`config.mk`:
```
export PLATFORM = sky130hd
export DESIGN_NAME = yd_int_req
export DESIGN_NICKNAME = d
export VERILOG_FILES = /design/src/rtl/yd_int_req.sv
export SDC_FILE = /design/constraint.sdc
export NUM_CORES = 1
export LEC_CHECK = 0
export CAP_MARGIN = 0
export CORE_MARGIN = 2
export CORE_UTILIZATION = 45
export DETAILED_ROUTE_END_ITERATION = 10
export PLACE_DENSITY_LB_ADDON = 0.15
export SETUP_SLACK_MARGIN = 0.3
export SYNTH_ARGS = -nofsm -noshare
export SYNTH_HDL_FRONTEND = slang
export SYNTH_SLANG_ARGS = --single-unit
```
`constraint.sdc`:
```
create_clock -name clk -period 2.4 [get_ports clk]
set_input_delay 0.48 -clock clk [delete_from_list [all_inputs] [get_ports clk]]
set_output_delay 0.48 -clock clk [all_outputs]
set_load 0.005 [all_outputs]
```
`src/rtl/yd_int_req.sv`:
```
// Interrupt request generator: edge-detects up to 8 sources into PEND, masks and
// arbitrates by fixed priority, and issues one int_vld pulse per interrupt until EOI.
module yd_int_req #(
  parameter int N = 4
) (
  input  logic         clk,
  input  logic         rst_n,
  input  logic [N-1:0] irq_in,
  output logic         int_vld,
  input  logic         int_rdy,
  input  logic         cfg_we,
  input  logic [1:0]   cfg_addr,
  input  logic [15:0]  cfg_wdata,
  output logic [15:0]  cfg_rdata,
  output logic         irq_busy
);

  typedef enum logic [2:0] {IDLE, ISSUE, ACKLO, ACKHI, SVC} state_t;

  localparam logic [1:0] ADDR_PEND  = 2'd0;
  localparam logic [1:0] ADDR_MASK  = 2'd1;
  localparam logic [1:0] ADDR_CAUSE = 2'd2;
  localparam logic [1:0] ADDR_CTRL  = 2'd3;

  state_t       state, state_next;
  logic [1:0]   ack_cnt, ack_cnt_next;
  logic [N-1:0] irq_prev, pend, pend_next, mask;
  logic [N-1:0] edges, eligible;
  logic [2:0]   winner, cause_id;
  logic         cause_vld, gen, err;
  logic         issue, timeout;
  logic         wr_pend, wr_mask, wr_cause, wr_ctrl;

  assign edges    = irq_in & ~irq_prev;
  assign eligible = pend & mask;
  assign irq_busy = (state != IDLE);

  assign wr_pend  = cfg_we && (cfg_addr == ADDR_PEND);
  assign wr_mask  = cfg_we && (cfg_addr == ADDR_MASK);
  assign wr_cause = cfg_we && (cfg_addr == ADDR_CAUSE);
  assign wr_ctrl  = cfg_we && (cfg_addr == ADDR_CTRL);

  // Scan from the top down so the lowest eligible index is the last one written.
  always_comb begin
    winner = '0;
    for (int i = N - 1; i >= 0; i--) begin
      if (eligible[i]) winner = 3'(i);
    end
  end

  // NOTE: every output of a combinational block gets a default first, so no path
  // leaves a variable unassigned and no latch is inferred.
  always_comb begin
    state_next   = state;
    ack_cnt_next = ack_cnt;
    issue        = 1'b0;
    timeout      = 1'b0;
    case (state)
      IDLE: begin
        if (gen && |eligible && int_rdy && !cause_vld) begin
          issue      = 1'b1;
          state_next = ISSUE;
        end
      end
      ISSUE: begin
        ack_cnt_next = '0;
        state_next   = ACKLO;
      end
      ACKLO: begin
        if (!int_rdy) begin
          state_next = ACKHI;
        end else if (ack_cnt == 2'd2) begin
          timeout    = 1'b1;
          state_next = IDLE;
        end else begin
          ack_cnt_next = ack_cnt + 2'd1;
        end
      end
      ACKHI:   if (int_rdy) state_next = SVC;
      SVC:     if (!cause_vld) state_next = IDLE;
      default: state_next = IDLE;
    endcase
  end

  // New edges are applied last so a set beats any clear landing on the same bit.
  always_comb begin
    pend_next = pend;
    if (wr_pend) pend_next = pend_next & ~cfg_wdata[N-1:0];
    if (issue)   pend_next = pend_next & ~(N'(1) << winner);
    if (timeout) pend_next = pend_next | (N'(1) << cause_id);
    pend_next = pend_next | edges;
  end

  // NOTE: sequential state uses non-blocking assignments so every register samples
  // the pre-edge values of the others, independent of statement order.
  always_ff @(posedge clk) begin
    if (!rst_n) begin
      state   <= IDLE;
      ack_cnt <= '0;
    end else begin
      state   <= state_next;
      ack_cnt <= ack_cnt_next;
    end
  end

  always_ff @(posedge clk) begin
    if (!rst_n) begin
      irq_prev  <= '0;
      pend      <= '0;
      mask      <= '0;
      gen       <= 1'b0;
      err       <= 1'b0;
      cause_vld <= 1'b0;
      cause_id  <= '0;
      int_vld   <= 1'b0;
    end else begin
      irq_prev <= irq_in;
      pend     <= pend_next;
      int_vld  <= issue;
      if (wr_mask) mask <= cfg_wdata[N-1:0];
      if (wr_ctrl) gen  <= cfg_wdata[0];
      if (timeout)                        err <= 1'b1;
      else if (wr_ctrl && cfg_wdata[1])   err <= 1'b0;
      // A new issue only happens with CAUSE[15] already clear, so an EOI on that edge is moot.
      if (issue) begin
        cause_vld <= 1'b1;
        cause_id  <= winner;
      end else if (timeout || wr_cause) begin
        cause_vld <= 1'b0;
      end
    end
  end

  always_comb begin
    cfg_rdata = '0;
    case (cfg_addr)
      ADDR_PEND:  cfg_rdata = 16'(pend);
      ADDR_MASK:  cfg_rdata = 16'(mask);
      ADDR_CAUSE: cfg_rdata = {cause_vld, 12'd0, cause_id};
      default:    cfg_rdata = {14'd0, err, gen};
    endcase
  end

endmodule
```
=== Word-level counts from Yosys, hierarchy flattened ===
Index checks and enable logic that the tools add are counted.

* Register bits after elaboration: 24
* Latch bits: 0
* RAM bits: 0
* Memory bits (read-only): 0
* Bits of input ports: 26
* Output and inout port bits: 18
* Logic and storage cells: 81
* Memories: 0

* $add $sub $neg: 1
* Multipliers: 0
* Divide/modulo/power cells: 0
* Magnitude comparators: 0
* Equality and inequality tests: 14
* Shifts and indexed selects: 2
* Multiplexer cells: 26
* Bitwise operators: 9
* Reduce and logical (&&, ||, !) cells: 19

{| class="wikitable"
|+ Operators with widths
! operator !! count
|-
| $pmux W16 S3 || 1
|-
| $mux W3 || 8
|-
| $and A4 B4 Y4 || 4
|-
| $pmux W3 S5 || 1
|-
| $mux W4 || 3
|-
| $not A4 Y4 || 3
|-
| $ne A2 B2 Y1 const B || 5
|-
| $mux W1 || 9
|-
| $logic_and A1 B1 Y1 || 8
|-
| $or A4 B4 Y4 || 2
|-
| $shl A1 B3 Y4 const A || 2
|-
| $eq A2 B2 Y1 const B || 3
|-
| $eq A3 B2 Y1 const B || 2
|-
| $mux W2 || 3
|-
| $reduce_bool A2 Y1 || 3
|-
| $pmux W2 S2 || 1
|-
| $reduce_and A4 Y1 || 1
|-
| $reduce_or A4 Y1 || 1
|-
| $eq A3 B1 Y1 const B || 1
|-
| $eq A3 B3 Y1 const B || 1
|-
| $logic_not A3 Y1 || 1
|-
| $ne A3 B3 Y1 const B || 1
|-
| $reduce_and A3 Y1 || 1
|-
| $reduce_bool A3 Y1 || 1
|-
| other kinds (5) || 5
|}

=== Longest topological paths before layout ===
Gate-level depths: netlist of the first run.

* Depth after elaboration: 12
* Gate-level depth with buffers: 6
* Mapped depth without buffers: 6

=== Least setup slack after synthesis of the first run ===
OpenSTA, ideal clock, no wires.

* Path kind: input-to-output
* Start: in cfg_addr[0]
* End: out cfg_rdata[0]
* Data arrival time: 1.311 ns
* Data required time: 1.920 ns
* Path slack: 0.609 ns
* Cell stages on the path: 2
* Buffers on the path: 1
* Cells stage by stage: clkbuf_1 mux4_2

* Cells in the longest elaborated chain, start to end: 2
* Elaborated cells on any way between the ends: 4
* Those cells by class: eq/ne: 2; mux: 1; reduce/logical: 1

{| class="wikitable"
|+ RTL lines
! element !! RTL line !! RTL
|-
| from (decl) || 12 || <nowiki>input logic [1:0] cfg_addr,</nowiki>
|-
| $eq A2 B2 Y1 (tied with other cells) || 136 || <nowiki>case (cfg_addr)</nowiki>
|-
| $pmux W16 S3 * || 136 ||
|-
| to (decl) || 14 || <nowiki>output logic [15:0] cfg_rdata,</nowiki>
|}

Every way passes the cells marked *; elsewhere a longest branch is shown, timed or not.

=== Final worst setup path of the first run ===
* Start: reg state[2]
* End: out irq_busy

* Cells in the longest elaborated chain, start to end: 1

{| class="wikitable"
|+ RTL lines
! element !! RTL line !! RTL
|-
| from (decl) || 25 || <nowiki>state_t state, state_next;</nowiki>
|-
| from (signal assigned) || 101 || <nowiki>state <= state_next;</nowiki>
|-
| $reduce_bool A3 Y1 || 36 || <nowiki>assign irq_busy = (state != IDLE);</nowiki>
|-
| to (decl) || 15 || <nowiki>output logic irq_busy</nowiki>
|}

No other way between the ends.

==> reports/qor.txt, run 1 <==
Final ANT Viol Nets - 0
Setup Skew - 0.00804 ns
Largest stage delay, worst path - 0.46 ns
Final Cycle Share - 0.861
Total Power - 917 uW
per-cell routed wire length - 13.7 um
worst slew pin tran - 0.560 ns
Crit-path slowest cell - clkdlybuf4s50_1
Largest delay share family, worst path - buffers and inverters
maximum capacitance violations - 0
Synth Cell Area - 0.00130 mm2
EDFF count, synth - 0
CP max FO - 7
register area share after synthesis - 0.355
vias in the first global route - 974
vias per inst - 5.51
Total Wirelength - 2.71 mm
Crit. End Element - output pin
antenna cell count - 0
largest net degree at the start of global routing - 16
Setup Crit Path Kind - flop to output pin
Final GP Congestion - 0.812
routed vias - 1090
Commonest cells post-synth - dfxtp_1, nor2_1, nand2_1, buf_4
Die X - 57.7 um
worst skew pair latency - 0.31 ns
CTS root buffer - clkbuf_4
FP Rows - 19
IO Pins - 44
final hold vios - 0
clk buf depth - 2
# DRC - 0
ys async rst share - 0
DIE AREA - 0.00333 mm2
register bit total from synthesis - 23
layout cell share with drive strength beyond 1 - 0.114
hold_buf cts - 0
total CTS buffers - 3
clock tree sinks - 23
count of cell types in the netlist - 43
post-synthesis instance total - 147
Final min period - 2.07 ns
syn avg cell area - 8.82 um2
Setup crit start kind - flop
top cells by area, synth - dfxtp_1, buf_4, mux2i_1, nor2_1, mux4_2
max-slew violations - 0
Fmax achieved - 484 MHz
Leak Pwr - 0.000647 uW
buffer and inverter count on the worst path - 1
Fillers - 256
initial antenna violation count - 0
Max-slew headroom - 0.626
most used flip-flop cell after synthesis - dfxtp_1
GRT overflow - 0
GR Util All Layers - 0.166
WP data required - 1.92 ns
CTS tree - built
status - complete, no violations
Layout Nets - 195
Max IR drop VDD - 0.395 mV
area of the core - 0.00276 mm2
Port Buf Inserts - 20
drt first pass iters - 5
Ys Warns - 0
HPWL Detailed - 1.95 mm
hold crit path type - flop to flop
cell taking the most area after synthesis - dfxtp_1
initial cell density of the core - 0.470
H-tree levels - 1
# setup viols final - 0
RSZ-0062 raised after global routing - true
Chip Height - 57.7 um
Synth top area share - 0.355
Detailed Route Iter0 Violations - 38
global-route wire length before repair - 4.37 mm
PwrDens - 602 mW/mm2
Layout area overhead - 17.6%
clock slew at reported path FFs - 0.13 ns
fin util - 0.553
most frequent cell after synthesis - dfxtp_1
CP cell instances - or3_4, clkdlybuf4s50_1
CP Data Arrival Time - 1.59 ns
cells by family (layout without fill, tap and decap cells):
group,count (synthesis),in the layout,synth area share
compound gates,32,32,0.187
fa+ha+maj,1,1,0.00965
buf+inv,26,36,0.119
flops,23,23,0.355
mux,9,9,0.0888
other cells,1,11,0.00289
simple gates,55,55,0.237
where the power goes:
group	switching [uW]	leakage, uW	internal [uW]
Sequential	54.3	0.000190	421
Clock	113	0.0000150	64.9
Combinational	119	0.000441	145
final cells by class:
type,instances,area (um2),area share
Clock buffer,4,26.3,0.0172
Inverter,7,26.3,0.0172
Multi-Input combinational cell,108,719,0.472
Sequential cell,23,469,0.308
Tap cell,31,38.8,0.0255
Timing Repair Buffer,25,244,0.160
worst register-to-register path, delay by kind of cell, from the launching register on:
family	cells	cell delay, ns
compound gates	2	0.31
simple gates	2	0.83
flops	1	0.39
flip-flops by register name (all words and copies together) (netlist names):
name	flops
irq_prev	4
mask	4
pend	4
state	3
ack_cnt	2
cause_id	2
cause_vld	1
err	1
gen	1
int_vld	1
cells in the final DEF, fill, tap and decap left out, types with 2 or more instances in the layout:
cell type and instances:
clkdlybuf4s50_1 14, dlymetal6s2s_1 2, a22oi_1 4, nor4bb_1 2, dfxtp_1 20, or3_4 2, nor2_1 16, o211ai_1 3
o21ai_0 2, nand3_1 2, a21oi_1 5, and2_1 5, clkbuf_4 3, a221oi_1 2, mux2i_1 7, nor3b_1 3
buf_4 4, nand3b_1 3, o21ai_1 3, conb_1 11, inv_1 7, dlygate4sd2_1 3, mux4_2 2, a31oi_1 3
nand2_1 12, dfxtp_4 2, nand2b_1 2
repair_timing:
action / CTS / global route
buffers inserted: 0 / 1
setup endpoints to repair: 6 / 3
gates resized for setup: 10 / 4
layer usage:
metal,track usage,vias to the layer above,part of all wire
met5,0,-,0
li1,-,540,-
met3,0.0446,2,0.058
met1,0.230,519,0.48
met2,0.261,29,0.45
met4,0.0332,0,0.0078
final timing paths:
check / cells past startpoint / slack [ns] / from / end
max: 2 / 0.33 / state[2]$_SDFFE_PN0P_ / irq_busy
min: 2 / 0.49 / err$_SDFFE_PN0P_ / err$_SDFFE_PN0P_
max reg2reg: 4 / 0.75 / state[2]$_SDFFE_PN0P_ / pend[1]$_SDFF_PN0_
min reg2reg: 2 / 0.49 / err$_SDFFE_PN0P_ / err$_SDFFE_PN0P_
metrics by stage:
| stage | instances | worst slack [ns] | cell area (um2) | setup TNS, ns | hold slack (ns) |
|---|---|---|---|---|---|
| floorplan | 157 | 0.609 | 1330 | 0 | 0.451 |
| global placement | 193 | -0.0406 | 1480 | -0.0577 | 0.462 |
| detailed placement | 193 | -0.0592 | 1480 | -0.101 | 0.468 |
| CTS | 197 | 0.314 | 1510 | 0 | 0.492 |
| global route | 198 | 0.285 | 1520 | 0 | 0.534 |
| finish | 198 | 0.334 | 1520 | 0 | 0.495 |
No activity file was read; power rests on OpenSTA's default activity.
==> inputs of run 2 (changes only) <==
Settings changed: ABC_CLOCK_PERIOD_IN_PS from default to 2400, CTS_CLUSTER_SIZE from default to 12, DONT_BUFFER_PORTS from default to 1.
==> run 2 against run 1 <==
Power fell by 8.3%; utilization fell by 9.1 points; clock power barely moved; clock-buffer cell count fell by 1; worst setup slack improved by 0.37 ns; routed wire length fell by 11%; critical endpoint is now pend[1]$_SDFF_PN0_; highest routed layer unchanged.
==> reports/qor.txt, run 2 (synthesis gave the netlist of run 1 again) <==
status - complete, no violations (unchanged)
FP Rows - 19 (unchanged)
hold crit path type - primary input to flop (was flop to flop)
most frequent cells in the layout - dfxtp_1, nor2_1, nand2_1, conb_1 (was dfxtp_1, nor2_1, clkdlybuf4s50_1, nand2_1, conb_1)
layout cell share with drive strength beyond 1 - 0.0775 (was 0.114)
IO Pins - 44 (unchanged)
Crit. path cell count - 4 (was 2)
maximum capacitance violations - 0 (unchanged)
vias in the first global route - 904 (was 974)
Crit-path slowest cell - or3_4 (was clkdlybuf4s50_1)
buffer and inverter count on the worst path - 0 (was 1)
Setup Fix Bufs, Post-CTS - 0 (unchanged)
clock tree sinks - 23 (unchanged)
Detailed Route Iter0 Violations - 34 (was 38)
initial cell density of the core - 0.470 (unchanged)
RSZ-0062 raised after global routing - false (was true)
PwrDens - 661 mW/mm2 (was 602 mW/mm2)
clk buf depth - 2 (unchanged)
initial antenna violation count - 0 (unchanged)
# setup viols final - 0 (unchanged)
worst slew pin tran - 0.537 ns (was 0.560 ns)
Total Wirelength - 2.41 mm (was 2.71 mm)
Max IR drop VDD - 0.420 mV (was 0.395 mV)
global-route wire length before repair - 4.15 mm (was 4.37 mm)
vias per inst - 5.58 (was 5.51)
commonest non-fill, non-tap cell in the layout - dfxtp_1 (unchanged)
setup_tns - 0 ns (unchanged)
WP data required - 2.60 ns (was 1.92 ns)
antenna cell count - 0 (unchanged)
Worst R2R Path Depth - 4 (unchanged)
Final min period - 1.69 ns (was 2.07 ns)
Fillers - 287 (was 256)
Largest delay share family, worst path - simple AND/OR/NAND/NOR gates (was buffers and inverters)
fin area - 0.00127 mm2 (was 0.00152 mm2)
# resized after CTS - 0 (was 10)
Worst Setup SP - state[0]$_SDFFE_PN0P_ (was state[2]$_SDFFE_PN0P_)
area of the core - 0.00276 mm2 (unchanged)
largest net degree at the start of global routing - 16 (unchanged)
Setup Crit Path Kind - flop to flop (was flop to output pin)
Setup crit start kind - flop (unchanged)
P_int - 569 uW (was 630 uW)
worst hold stages - 1 (was 2)
flop-to-flop setup slack - 0.71 ns (was 0.75 ns)
Fmax achieved - 590 MHz (was 484 MHz)
Clk network pwr share - 0.212 (was 0.194)
# DRC - 0 (unchanged)
sequential power share - 0.559 (was 0.518)
hold path startpoint - rst_n (was err$_SDFFE_PN0P_)
Layout Nets - 170 (was 195)
CTS tree - built (unchanged)
clock slew at reported path FFs - 0.12 ns (was 0.13 ns)
CP Data Arrival Time - 1.89 ns (was 1.59 ns)
CTS root buffer - clkbuf_4 (unchanged)
Max-slew headroom - 0.642 (was 0.626)
Leak Pwr - 0.000501 uW (was 0.000647 uW)
H-tree levels - 1 (unchanged)
HPWL Detailed - 1.81 mm (was 1.95 mm)
final hold vios - 0 (unchanged)
Final Cycle Share - 0.706 (was 0.861)
Logic pwr share - 0.229 (was 0.288)
worst skew pair latency - 0.31 ns (about the same)
Final GP Congestion - 0.758 (was 0.812)
switching pwr - 272 uW (was 287 uW)
routed vias - 965 (was 1090)
DIE AREA - 0.00333 mm2 (unchanged)
RR Endpoint - pend[1]$_SDFF_PN0_ (unchanged)
Largest stage delay, worst path - 0.45 ns (was 0.46 ns)
drt first pass iters - 4 (was 5)
Layout area overhead - -1.83% (was 17.6%)
CP cell instances - or3_4, or3_4, o211ai_1, a31oi_1 (was or3_4, clkdlybuf4s50_1)
dpl cell area - 0.00124 mm2 (was 0.00148 mm2)
Die X - 57.7 um (unchanged)
GR Util All Layers - 0.161 (was 0.166)
cell repeated most along the worst path - or3_4
per-cell routed wire length - 13.9 um (was 13.7 um)
Worst setup endpoint - pend[1]$_SDFF_PN0_ (was irq_busy)
max-slew violations - 0 (unchanged)
GRT overflow - 0 (unchanged)
total CTS buffers - 3 (unchanged)
Final ANT Viol Nets - 0 (unchanged)
reg2reg start - state[0]$_SDFFE_PN0P_ (was state[2]$_SDFFE_PN0P_)
hold_buf cts - 0 (unchanged)
switching share of total power - 0.323 (was 0.312)
CP max FO - 11 (was 7)
Port Buf Inserts - 0 (was 20)
Chip Height - 57.7 um (unchanged)
Crit. End Element - flop (was output pin)
Setup Skew - 0.00205 ns (was 0.00804 ns)
largest registers - irq_prev: 4 flops, mask: 4 flops, pend: 4 flops (unchanged)
[run 2: layer usage]
layer  track usage  share of wire  vias up  wire, um
li1              -              -      490         -
met1         0.211           0.47      442      1140
met2         0.252           0.45       31      1080
met3        0.0625          0.072        2       174
met4        0.0399         0.0062        0        15
met5             0              0        -         0
[run 2: power groups by stage]
stage	Clock (uW)	Sequential (uW)	Combinational [uW]
6_report	178	470	193
4_1_cts	189	467	195
3_3_place_gp	0	474	192
2_1_floorplan	0	437	253
5_1_grt	205	477	220
3_5_place_dp	0	475	195
[run 2: worst min-delay path by stage]
stage               slack, ns                  to
finish                   0.27  pend[0]$_SDFF_PN0_
CTS                      0.26  pend[0]$_SDFF_PN0_
floorplan                0.45    err$_SDFFE_PN0P_
detailed placement       0.48    err$_SDFFE_PN0P_
global placement         0.47    err$_SDFFE_PN0P_
global route             0.24  pend[2]$_SDFF_PN0_
[run 2: metrics by stage]
stage	hold slack [ns]	total power, uW	cells	setup slack [ns]	util
after floorplan	0.451	691	157	0.609	-
after global placement	0.466	667	169	0.731	0.451
after detailed placement	0.478	670	169	0.718	0.451
after CTS	0.258	851	173	0.700	0.461
after global routing	0.237	901	173	0.582	0.461
final	0.275	841	173	0.707	0.461
[run 2: layout make-up]
type,instances,area [um2],area share
clock buffers,3,22.5,0.0177
clock inverters,1,5.00,0.00393
inverters,7,26.3,0.0206
multi-input cells,108,719,0.565
flip-flops and latches,23,460,0.362
well taps,31,38.8,0.0305
